### src/rtl/kbd_scancode_decoder.sv
// Purpose: turns the PS/2 Set-2 scancode byte stream into held-key, Shift, ASCII and press-count state.
// Latency: ready seen at edge N -> one-cycle pop strobe in cycle N+1 -> outputs updated after edge N+2.
// Backpressure: pops at most one byte per 3 cycles; idles indefinitely while i_ready is low.
//
// Ports:
//   i_clk         system clock (shared with the keyboard receiver)
//   i_rst         asynchronous active-high reset
//   i_ready       receiver FIFO non-empty, i_data valid
//   i_data        byte at the receiver FIFO head
//   i_overflow    receiver FIFO overflow indication, sampled every cycle
//   o_nextdata_n  registered active-low pop strobe to the receiver
//   o_key_valid   a non-Shift key is currently held
//   o_scancode    last accepted make code (prefixes stripped)
//   o_ascii       ASCII of o_scancode under the Shift state at make time
//   o_key_count   distinct key presses, modulo 256
//   o_ovf_sticky  i_overflow has been seen since reset
module kbd_scancode_decoder (
  input  logic       i_clk,
  input  logic       i_rst,
  input  logic       i_ready,
  input  logic [7:0] i_data,
  input  logic       i_overflow,
  output logic       o_nextdata_n,
  output logic       o_key_valid,
  output logic [7:0] o_scancode,
  output logic [7:0] o_ascii,
  output logic [7:0] o_key_count,
  output logic       o_ovf_sticky
);

  localparam logic [7:0] SC_EXT    = 8'hE0;
  localparam logic [7:0] SC_BRK    = 8'hF0;
  localparam logic [7:0] SC_LSHIFT = 8'h12;
  localparam logic [7:0] SC_RSHIFT = 8'h59;

  typedef enum logic [1:0] {
    S_IDLE = 2'd0,
    S_POP  = 2'd1,
    S_DEC  = 2'd2
  } state_t;

  // Registered state
  state_t     r_state;
  logic [7:0] r_byte;
  logic       r_nextdata_n;
  logic       r_ext;
  logic       r_brk;
  logic       r_shift;
  logic       r_key_valid;
  logic [7:0] r_scancode;
  logic [7:0] r_ascii;
  logic [7:0] r_key_count;
  logic       r_ovf_sticky;

  // Next-state values
  state_t     w_state_nxt;
  logic [7:0] w_byte_nxt;
  logic       w_nextdata_n_nxt;
  logic       w_ext_nxt;
  logic       w_brk_nxt;
  logic       w_shift_nxt;
  logic       w_key_valid_nxt;
  logic [7:0] w_scancode_nxt;
  logic [7:0] w_ascii_nxt;
  logic [7:0] w_key_count_nxt;

  logic       w_is_shift;
  logic [7:0] w_ascii_lut;

  // Set-2 make code to ASCII. Letters share one offset table so the
  // case of the result is picked by a single base value.
  function automatic logic [7:0] f_ascii(input logic [7:0] code, input logic shift);
    logic [7:0] res;
    logic       letter;
    logic [4:0] off;
    res    = 8'h00;
    letter = 1'b1;
    off    = 5'd0;
    case (code)
      8'h1C: off = 5'd0;   // A
      8'h32: off = 5'd1;   // B
      8'h21: off = 5'd2;   // C
      8'h23: off = 5'd3;   // D
      8'h24: off = 5'd4;   // E
      8'h2B: off = 5'd5;   // F
      8'h34: off = 5'd6;   // G
      8'h33: off = 5'd7;   // H
      8'h43: off = 5'd8;   // I
      8'h3B: off = 5'd9;   // J
      8'h42: off = 5'd10;  // K
      8'h4B: off = 5'd11;  // L
      8'h3A: off = 5'd12;  // M
      8'h31: off = 5'd13;  // N
      8'h44: off = 5'd14;  // O
      8'h4D: off = 5'd15;  // P
      8'h15: off = 5'd16;  // Q
      8'h2D: off = 5'd17;  // R
      8'h1B: off = 5'd18;  // S
      8'h2C: off = 5'd19;  // T
      8'h3C: off = 5'd20;  // U
      8'h2A: off = 5'd21;  // V
      8'h1D: off = 5'd22;  // W
      8'h22: off = 5'd23;  // X
      8'h35: off = 5'd24;  // Y
      8'h1A: off = 5'd25;  // Z
      default: begin
        letter = 1'b0;
        case (code)
          8'h45:   res = 8'h30;
          8'h16:   res = 8'h31;
          8'h1E:   res = 8'h32;
          8'h26:   res = 8'h33;
          8'h25:   res = 8'h34;
          8'h2E:   res = 8'h35;
          8'h36:   res = 8'h36;
          8'h3D:   res = 8'h37;
          8'h3E:   res = 8'h38;
          8'h46:   res = 8'h39;
          8'h29:   res = 8'h20;  // space
          8'h5A:   res = 8'h0D;  // enter
          default: res = 8'h00;
        endcase
      end
    endcase
    if (letter) begin
      res = (shift ? 8'h41 : 8'h61) + {3'b000, off};
    end
    return res;
  endfunction

  assign w_is_shift  = (r_byte == SC_LSHIFT) || (r_byte == SC_RSHIFT);
  assign w_ascii_lut = f_ascii(r_byte, r_shift);

  // Next-state and decode logic
  always_comb begin
    w_state_nxt      = r_state;
    w_byte_nxt       = r_byte;
    w_nextdata_n_nxt = 1'b1;     // strobe is only ever low for the single POP cycle
    w_ext_nxt        = r_ext;
    w_brk_nxt        = r_brk;
    w_shift_nxt      = r_shift;
    w_key_valid_nxt  = r_key_valid;
    w_scancode_nxt   = r_scancode;
    w_ascii_nxt      = r_ascii;
    w_key_count_nxt  = r_key_count;

    case (r_state)
      S_IDLE: begin
        if (i_ready) begin
          w_byte_nxt       = i_data;
          w_nextdata_n_nxt = 1'b0;
          w_state_nxt      = S_POP;
        end
      end

      S_POP: begin
        // Receiver pops at the end of this cycle.
        w_state_nxt = S_DEC;
      end

      S_DEC: begin
        // Also the gap cycle that lets the receiver update ready.
        w_state_nxt = S_IDLE;
        if (r_byte == SC_EXT) begin
          w_ext_nxt = 1'b1;
        end else if (r_byte == SC_BRK) begin
          w_brk_nxt = 1'b1;
        end else if (r_brk) begin
          // Release: only the currently held key drops key_valid.
          if (w_is_shift) begin
            w_shift_nxt = 1'b0;
          end else if (r_byte == r_scancode) begin
            w_key_valid_nxt = 1'b0;
          end
          w_brk_nxt = 1'b0;
          w_ext_nxt = 1'b0;
        end else begin
          // Make: Shift only updates modifier state; a repeat of the held
          // key is typematic and must not count again.
          if (w_is_shift) begin
            w_shift_nxt = 1'b1;
          end else if (!(r_key_valid && (r_byte == r_scancode))) begin
            w_scancode_nxt  = r_byte;
            w_key_valid_nxt = 1'b1;
            w_key_count_nxt = r_key_count + 8'd1;
            w_ascii_nxt     = r_ext ? 8'h00 : w_ascii_lut;
          end
          w_ext_nxt = 1'b0;
        end
      end

      default: begin
        w_state_nxt = S_IDLE;
      end
    endcase
  end

  always_ff @(posedge i_clk or posedge i_rst) begin
    if (i_rst) begin
      r_state      <= S_IDLE;
      r_byte       <= 8'h00;
      r_nextdata_n <= 1'b1;
      r_ext        <= 1'b0;
      r_brk        <= 1'b0;
      r_shift      <= 1'b0;
      r_key_valid  <= 1'b0;
      r_scancode   <= 8'h00;
      r_ascii      <= 8'h00;
      r_key_count  <= 8'h00;
    end else begin
      r_state      <= w_state_nxt;
      r_byte       <= w_byte_nxt;
      r_nextdata_n <= w_nextdata_n_nxt;
      r_ext        <= w_ext_nxt;
      r_brk        <= w_brk_nxt;
      r_shift      <= w_shift_nxt;
      r_key_valid  <= w_key_valid_nxt;
      r_scancode   <= w_scancode_nxt;
      r_ascii      <= w_ascii_nxt;
      r_key_count  <= w_key_count_nxt;
    end
  end

  // Overflow is watched every cycle regardless of decoder state.
  always_ff @(posedge i_clk or posedge i_rst) begin
    if (i_rst) begin
      r_ovf_sticky <= 1'b0;
    end else if (i_overflow) begin
      r_ovf_sticky <= 1'b1;
    end
  end

  assign o_nextdata_n = r_nextdata_n;
  assign o_key_valid  = r_key_valid;
  assign o_scancode   = r_scancode;
  assign o_ascii      = r_ascii;
  assign o_key_count  = r_key_count;
  assign o_ovf_sticky = r_ovf_sticky;

endmodule

### config.mk
export PLATFORM = sky130hd
export DESIGN_NAME = kbd_scancode_decoder
export DESIGN_NICKNAME = d
export VERILOG_FILES = /design/src/rtl/kbd_scancode_decoder.sv
export SDC_FILE = /design/constraint.sdc
export NUM_CORES = 1
export LEC_CHECK = 0
export CAP_MARGIN = 20
export CORE_UTILIZATION = 40
export DETAILED_ROUTE_END_ITERATION = 8
export SLEW_MARGIN = 40
export SYNTH_ARGS = -nofsm -noshare
export SYNTH_HDL_FRONTEND = slang
export SYNTH_SLANG_ARGS = --single-unit
### constraint.sdc
create_clock -name i_clk -period 3 [get_ports i_clk]
set_clock_uncertainty 0.1 [all_clocks]
set_input_delay 0.6 -clock i_clk [delete_from_list [all_inputs] [get_ports i_clk]]
set_output_delay 0.6 -clock i_clk [all_outputs]
set_load 0.05 [all_outputs]
==> metrics list, run 1 <==
* Share of the yosys chip area belonging to registers: 38.3%
- The most used flip-flop cell after synthesis is sky130_fd_sc_hd__dfrtp_1.
* Async set or reset register ratio after synthesis: 100%
- The number of hold buffers added after CTS was 0.
- Final setup fails: 0
- Critical path class: register to register
- Max-slew violation count: 0
- The later pin in the worst-skew pair is clocked with a latency of 0.28 ns.
- Number of nets produced by synthesis: 298
- Across every metal layer, demand over resource in global routing totals 20.4%.
- Entering global routing, the biggest net connects 41 pins.
- Derived from the worst setup path, the maximum achievable clock frequency is 363 MHz.
* Max Fanout on Critical Path: 15
- The worst path uses 91.7% of the clock period.
* Total count of hold-check failures in the final report: 0
- Power share of the clock group: 15.7%
* Sequential share of power: 30.5%
* Starting density of the core: 41.2%
- Total Wirelength: 6610 um
- Summing all multi-input logic gate instances after layout gives 1460 sq um.
* Deepest level of the CTS H-tree: 2
- WP data required: 3.08 ns
- Across the whole layout, storage elements account for 1000 sq um.
* Final Wtd Congestion: 0.890
- At the pin with the least slew margin, the transition time is 0.575 ns.
- Leaving out fill and tap cells, the most frequent cell in the layout is sky130_fd_sc_hd__dfrtp_1.
- Counting every instance in the synthesized netlist gives 284.
* Type of the most critical hold path: register to register
- Dominant cells by area after synthesis: sky130_fd_sc_hd__dfrtp_1 (37%), sky130_fd_sc_hd__mux2_2 (6.5%), sky130_fd_sc_hd__xor2_1 (5.4%), sky130_fd_sc_hd__nor2_1 (3.6%), sky130_fd_sc_hd__nand2_1 (3.0%)
* Summed negative setup slack over all endpoints: 0 ns
- Cell breakdown of the critical path: nor3b_2 -> and2_1 -> nand2_1 -> nor4bb_1 -> inv_1 -> ha_1 -> a221o_1 -> a22o_1
- Measured in cells, the most critical reg-to-reg path has a length of 8.
- Die outline height: 82.9 um
- Summed over all nets, the half-perimeter wirelength after detailed placement is 4890 um.
- The die is 82.9 um wide.
- Counting I/O delays and the setup requirement, the final critical path takes 2.75 ns.
* Number of synthesized register bits: 40
* Final core occ: 51.2%
* Number of detailed-routing iterations run before antenna repair: 4
- Number of cell rows: 29
- Routed length per placed instance: 16.4 um
- Of all cell types, the one taking the most synthesized area is sky130_fd_sc_hd__dfrtp_1.
- Slowest cell on the critical path: sky130_fd_sc_hd__dfrtp_1
- Summed over all nets, the switching power comes to 1.39 mW.
- For this run the aggregate overflow at the end of global routing stands at 0.
* Filler cells: 616
- For this run, the slowest stage of the critical path takes 0.57 ns.
- The post-route netlist has 16.0% of its cells at a drive strength greater than 1.
* # DRC: 0
* Startpoint class of the critical path: register
- Maximum buffer depth of the clock tree: 2
- Clock transition at path regs: 0.08 ns
- Leak Pwr: 1.31 nW
- Worst VDD drop: 0.698 mV
* Reg2Reg Capture Point: o_ascii[1]$_DFFE_PP0P_
* Number of sinks driven by the clock tree: 40
* Synthesized cell area: 2620 sq um
- The initial antenna violation count is 0.
- Dividing the detail-routed via count by the number of cells gives 5.61.
- Yosys warnings: 0
* Number of global-route vias before repair: 2,195
* RSZ-0062 raised after global routing: no
* Type of element capturing the critical path: register
- WHS Endpoint: o_key_count[7]$_DFFE_PP0P_
- Startpoint of the worst-slack reg-to-reg timing path: r_byte[5]$_DFFE_PP0P_
- Top-area cell type share of the netlist area: 37.3%
- Number of buffers added on ports: 38
* Power density of the placed cells: 932 nW/um^2
- Post-route design area: 3250 sq um
- During I/O placement, the number of pins put on the boundary was 39.
- Average instance area after synthesis: 9.22 sq um
- TritonCTS clock tree: built
- In this run the clock root is driven by a sky130_fd_sc_hd__clkbuf_8.
- Headroom to the max-slew limit came out at 60.7%.
* Final #Nets: 339
- In this run the cell area measured after placement is 3120 sq um.
* Run status: finished, final reports clean
* Number of post-CTS setup repair buffers: 0
- Overall via count from detail_route: 2,260
* Portion of total power attributed to combinational logic: 53.8%
* Switching power share of the total: 45.9%
- TritonCTS buffer count: 5
* Number of enable-type register cells in the synthesized netlist: 0
* First-pass GRT wire length: 11,500 um
- The total area inside the core boundary comes to 6350 sq um.
- Number of distinct library cells after synthesis: 57
- The library cells used most frequently in the layout, excluding fill and tap cells, are sky130_fd_sc_hd__dfrtp_1 (39), sky130_fd_sc_hd__clkdlybuf4s50_1 (38), sky130_fd_sc_hd__nor2_1 (25).
* Worst Hold Depth: 1
* DRC marker count from the first detailed-route iteration: 201
- Post-CTS repair changed the size of 0 cells.
- Across all register-to-register paths, the minimum setup slack is 0.25 ns.
- Antenna Cells: 0
- Hold wc startpoint: o_key_count[7]$_DFFE_PP0P_
- Internal power comes to 1.64 mW.
* Die area: 6870 sq um
- From synthesis to final layout, the design area changed by 24.1%.
* Routed Antenna Nets: 0
- Data on the critical path arrives at its endpoint at 2.83 ns.
- Max-cap check violation count: 0
==> layout make-up <==
| type | count | share of cell area [%] |
|---|---|---|
| multi-input cells | 211 | 44.9 |
| flip-flops and latches | 40 | 30.9 |
| repair buffers | 58 | 16.3 |
| clock buffers | 7 | 2.97 |
| well taps | 77 | 2.97 |
| inverters | 9 | 1.04 |
| clock inverters | 1 | 0.924 |
==> power by group through the flow <==
stage | sequential (mW) | clock [mW] | combinational, mW
floorplan | 1.29 | 0 | 0.756
global placement | 0.929 | 0 | 1.62
detailed placement | 0.937 | 0 | 1.62
CTS | 0.927 | 0.489 | 1.63
global route | 0.957 | 0.514 | 1.74
finish | 0.924 | 0.475 | 1.63
==> cells in the mapped netlist, types with 3 or more instances <==
cell type                  instances
sky130_fd_sc_hd__and2_1            4
sky130_fd_sc_hd__dfrtp_1          39
sky130_fd_sc_hd__nand2b_1          8
sky130_fd_sc_hd__o211ai_1          3
sky130_fd_sc_hd__nor2_1           25
sky130_fd_sc_hd__a22o_1            3
sky130_fd_sc_hd__nor3_1            5
sky130_fd_sc_hd__nand2_1          21
sky130_fd_sc_hd__a32oi_1           5
sky130_fd_sc_hd__xnor2_1           6
sky130_fd_sc_hd__nand4_1           3
sky130_fd_sc_hd__a21oi_1          11
sky130_fd_sc_hd__nor4bb_1          4
sky130_fd_sc_hd__nand3b_1          3
sky130_fd_sc_hd__clkbuf_1         11
sky130_fd_sc_hd__nor4_1            3
sky130_fd_sc_hd__buf_2             7
sky130_fd_sc_hd__nor3b_1           7
sky130_fd_sc_hd__nor2b_1          12
sky130_fd_sc_hd__xor2_1           16
sky130_fd_sc_hd__o21ai_0          10
sky130_fd_sc_hd__a31oi_1           4
sky130_fd_sc_hd__buf_6             3
sky130_fd_sc_hd__inv_1             9
sky130_fd_sc_hd__mux2_2           15
sky130_fd_sc_hd__nand3_1           8
==> metrics by stage <==
step,instances,hold WS (ns),power [mW],setup slack (ns)
final,403,0.363,3.03,0.248
after global routing,403,0.390,3.21,0.0240
after CTS,403,0.373,3.05,0.271
after detailed placement,395,0.358,2.56,0.272
after global placement,395,0.349,2.55,0.315
after floorplan,284,0.338,2.04,0.452
==> worst max-delay path, delay by kind of cell, from the launching register on <==
family	cells	cell delay [ns]
adder cells (fa/ha/maj)	1	0.29
AO/OA/AOI/OAI	2	0.49
AND/OR/NAND/NOR	4	1.06
flip-flops	1	0.57
buffers and inverters	1	0.13
==> per-layer routing <==
metal	wire length (um)	GRT usage (%)	part of all wire [%]
met5	0	0	0
met1	3120	29.3	47
met3	296	3.18	4.5
met2	3120	32.5	47
met4	80	4.39	1.2
==> how the worst max path moves through the flow <==
stage | depth (start not counted) | endpoint | slack (ns) | startpoint
CTS | 8 | o_ascii[1]$_DFFE_PP0P_ | 0.27 | r_byte[5]$_DFFE_PP0P_
detailed placement | 8 | o_ascii[1]$_DFFE_PP0P_ | 0.27 | r_byte[5]$_DFFE_PP0P_
global route | 9 | o_ascii[1]$_DFFE_PP0P_ | 0.02 | r_byte[4]$_DFFE_PP0P_
floorplan | 11 | o_ascii[1]$_DFFE_PP0P_ | 0.45 | r_byte[3]$_DFFE_PP0P_
global placement | 8 | o_ascii[5]$_DFFE_PP0P_ | 0.31 | r_byte[0]$_DFFE_PP0P_
finish | 8 | o_ascii[1]$_DFFE_PP0P_ | 0.25 | r_byte[5]$_DFFE_PP0P_
==> flip-flops by register name, summed over array words and instances, names as in the netlist <==
register      flops
o_key_count       8
o_key_valid       1
r_byte            8
o_ovf_sticky      1
r_state           2
o_scancode        8
r_brk             1
r_shift           1
o_ascii           8
o_nextdata_n      1
r_ext             1
==> kinds of logic (layout without fill, tap and decap cells) <==
kind of cell	count (synthesis)	in the layout	share of synthesized area (%)
buf+inv	33	75	5.97
mux	17	17	7.22
fa+ha+maj	2	2	0.956
simple gates	115	115	25.0
compound gates	55	55	15.2
flops	40	40	38.3
xor+xnor	22	22	7.36
Power figures use the tool's default switching activity.
==> run 2: changes to the inputs <==
--- a/config.mk
+++ b/config.mk
@@ -8,6 +8,8 @@
 export CAP_MARGIN = 20
 export CORE_UTILIZATION = 40
 export DETAILED_ROUTE_END_ITERATION = 8
+export MAX_ROUTING_LAYER = met4
+export REMOVE_ABC_BUFFERS = 1
 export SLEW_MARGIN = 40
 export SYNTH_ARGS = -nofsm -noshare
 export SYNTH_HDL_FRONTEND = slang
==> run 2 against run 1 <==
Net effect:
- first-iteration DRC count decreased by 17%
- register-to-register slack improved by 0.03 ns
- worst hold slack improved by 0.0034 ns
- core utilization decreased by 0.30 points
- final area decreased by 0.58%
- combinational power about the same
- power decreased by 3.9%
- count of clock-buffer cells in the layout decreased by 2
- global-route usage decreased by 1.1 points
- fmax increased by 1.1%
- highest routed layer unchanged
- die area unchanged
- via count increased by 0.62%
==> metrics list, run 2 (synthesis gave the netlist of run 1 again) <==
- The flow ran to the end, and the final reports show no timing, DRC or antenna violations.
- Time the final worst path needs with I/O delays and setup: 2.72 ns (-0.0312 ns)
- Routed length per placed instance: 15.5 um (-5.8%)
* Final worst path period share: 90.7% (-1.0 points)
- Growth of design area from synthesis to finish: 23.4%
- The half-perimeter wire length after detailed placement came to 4570 um (-6.4%).
- The die width came to 82.9 um (unchanged).
- The summed negative setup slack over all endpoints was 0 ns (unchanged).
- The post-route worst hold slack was 0.367 ns (+0.00337 ns).
* Filler cells: 597 (-3.1%)
- Startpoint class of the critical path: register
* Tot GR Track Use: 19.3% (-1.1 points)
- The worst register-to-register path begins at r_byte[1]$_DFFE_PP0P_.
- The data arrival time of the critical path is 2.80 ns (-0.03 ns).
- The switching power summed over all nets came to 1.39 mW (+0.19%).
* Routed Antenna Nets: 0 (unchanged)
* Number of sinks driven by the clock tree: 40 (unchanged)
- The maximum clock frequency came to 368 MHz (+1.1%).
- Leaving out fill and tap cells, the most frequent cells in the layout are sky130_fd_sc_hd__dfrtp_1 (39), sky130_fd_sc_hd__clkdlybuf4s50_1 (38), sky130_fd_sc_hd__nor2_1 (25).
* Crit path largest cell delay: 0.59 ns (+0.02 ns)
- Number of global-route vias before repair: 2,126 (-3.1%)
- Antenna Cells: 0 (unchanged)
- The starting density of the core came to 41.2% (unchanged).
- Final Wtd Congestion: 0.945 (+6.2%)
- TritonCTS built the clock tree.
- Number of buffers added on ports: 38 (unchanged)
- First-pass GRT wire length: 10,600 um (-7.8%)
- Number of post-CTS setup repair buffers: 0 (unchanged)
* Capturing element of the worst setup path: o_ascii[1]$_DFFE_PP0P_
- The share of final-layout standard cells stronger than drive strength 1 is 16.2% (+0.26 points).
* TritonCTS buffer count: 5 (unchanged)
- The relative max-transition margin is 57.4% (-3.2 points).
- Hold-fix buffers, CTS: 0 (unchanged)
- Leaving out fill and tap cells, the most frequent cell in the layout is sky130_fd_sc_hd__dfrtp_1.
* Power density of the placed cells: 900 nW/um^2 (-3.4%)
- Among all stages on the critical path, the largest delay is contributed by sky130_fd_sc_hd__dfrtp_1.
* Max-slew violation count: 0 (unchanged)
- Maximum buffer depth of the clock tree: 2 (unchanged)
- Number of detailed-routing iterations run before antenna repair: 4 (unchanged)
* Post-CTS sizing: 0 (unchanged)
- Sequential share of power: 32.8% (+2.3 points)
- The leakage dissipation came to 1.30 nW (-0.51%).
- The minimum setup slack among reg-to-reg paths was 0.28 ns (+0.03 ns).
* Max Fanout on Critical Path: 15 (unchanged)
* Root Buffer: sky130_fd_sc_hd__clkbuf_8
* Timing startpoint of the critical path: r_byte[1]$_DFFE_PP0P_
* Portion of total power attributed to combinational logic: 55.1% (+1.3 points)
- Total count of hold-check failures in the final report: 0 (unchanged)
- Type of the most critical hold path: register to register
- Placeable Area: 6350 sq um (unchanged)
* Critical path class: register to register
- # DRC: 0 (unchanged)
* Worst VDD drop: 0.522 mV (-25%)
- Number of cell rows: 29 (unchanged)
- Final #Nets: 340 (+0.29%)
* WP data required: 3.08 ns (about the same)
- The mean number of vias per cell came to 5.63 (+0.37%).
- Total congestion overflow: 0 (unchanged)
- The maximum number of pins on one net before global-route repair was 41 (unchanged).
* Antenna violations before repair: 0 (unchanged)
- Type of element capturing the critical path: register
- The count of final setup violators is 0 (unchanged).
- Internal power: 1.51 mW (-7.4%)
- Worst-Margin Slew: 0.639 ns (+0.0636 ns)
- Cell breakdown of the critical path: buf_4 -> nor3b_1 -> nand4b_1 -> o32ai_1 -> nor3_1 -> nand2_1 -> a221o_1 -> a22o_1
- RSZ-0062 raised after global routing: no
- Die outline height: 82.9 um (unchanged)
* Power share of the clock group: 12.1% (-3.6 points)
- The clock latency of the later-clocked register in the worst-skew pair is 0.29 ns (about the same).
* Num ports: 39 (unchanged)
- The total number of vias is 2,274 (+0.62%).
- Die area: 6870 sq um (unchanged)
* Deepest level of the CTS H-tree: 2 (unchanged)
* Max-cap check violation count: 0 (unchanged)
- The number of cells traversed by the worst register-to-register path came to 8 (unchanged).
- The clock-pin slew on the worst setup and hold paths is 0.09 ns (about the same).
* Total Wirelength: 6250 um (-5.5%)
- In this run the critical register-to-register path is captured at o_ascii[1]$_DFFE_PP0P_.
* DRC marker count from the first detailed-route iteration: 167 (-17%)
* Switching power share of the total: 47.9% (+2.0 points)
==> run 2: cell types whose count changed in the layout (fill, tap and decap cells not counted) <==
cell,change
sky130_fd_sc_hd__clkbuf_8,-2
sky130_fd_sc_hd__buf_12,+1
sky130_fd_sc_hd__bufinv_16,-1
sky130_fd_sc_hd__clkinv_4,+1
sky130_fd_sc_hd__clkinv_2,+2
==> run 2: per-stage QoR <==
step | area (sq um) | std cells | setup WS [ns] | utilization [%] | total power [mW]
after floorplan | 2490 | 260 | 0.171 | - | 1.98
after global placement | 3140 | 396 | 0.233 | 49.5 | 2.56
after detailed placement | 3140 | 396 | 0.321 | 49.5 | 2.56
after CTS | 3230 | 404 | 0.307 | 50.9 | 2.92
after global routing | 3230 | 404 | 0.131 | 50.9 | 3.08
final | 3230 | 404 | 0.280 | 50.9 | 2.91
==> run 2: how the worst min path moves through the flow <==
stage	start	to	slack, ns	cells past startpoint
finish	o_key_count[7]$_DFFE_PP0P_	o_key_count[7]$_DFFE_PP0P_	0.37	1
global route	o_ovf_sticky$_DFFE_PP0P_	o_ovf_sticky$_DFFE_PP0P_	0.38	1
CTS	o_key_count[7]$_DFFE_PP0P_	o_key_count[7]$_DFFE_PP0P_	0.37	1
detailed placement	o_ovf_sticky$_DFFE_PP0P_	o_ovf_sticky$_DFFE_PP0P_	0.35	1
global placement	o_ovf_sticky$_DFFE_PP0P_	o_ovf_sticky$_DFFE_PP0P_	0.35	1
floorplan	r_state[1]$_DFFE_PP0P_	r_state[1]$_DFFE_PP0P_	0.34	1
==> run 2: area by class of cell <==
type	count	area, sq um	area share [%]
inverters	9	33.8	1.05
flip-flops and latches	40	1000	31.0
multi-input cells	211	1460	45.2
well taps	77	96.3	2.98
repair buffers	59	551	17.0
clock buffers	5	68.8	2.13
clock inverters	3	18.8	0.581
==> run 2: power by group through the flow <==
| stage | registers [mW] | clock network (mW) | logic [mW] |
|---|---|---|---|
| 2_1_floorplan | 1.40 | 0 | 0.582 |
| 3_3_place_gp | 0.963 | 0 | 1.60 |
| 3_5_place_dp | 0.965 | 0 | 1.60 |
| 4_1_cts | 0.954 | 0.364 | 1.60 |
| 5_1_grt | 0.987 | 0.392 | 1.70 |
| 6_report | 0.953 | 0.353 | 1.60 |
==> run 2: critical path, delay by kind of cell, from the launching register on <==
| family | cells | cell delay, ns |
|---|---|---|
| flip-flops | 1 | 0.59 |
| AO/OA/AOI/OAI | 3 | 0.68 |
| buffers and inverters | 1 | 0.27 |
| AND/OR/NAND/NOR | 4 | 0.97 |
==> run 2: routing by layer <==
layer	part of all wire, %	routed length, um	track usage (%)	vias up
li1	-	-	-	1094
met1	48	3010	27.0	1117
met2	47	2910	29.0	57
met3	4.1	256	4.08	6
met4	1.1	66	4.23	0
met5	0	0	-	-
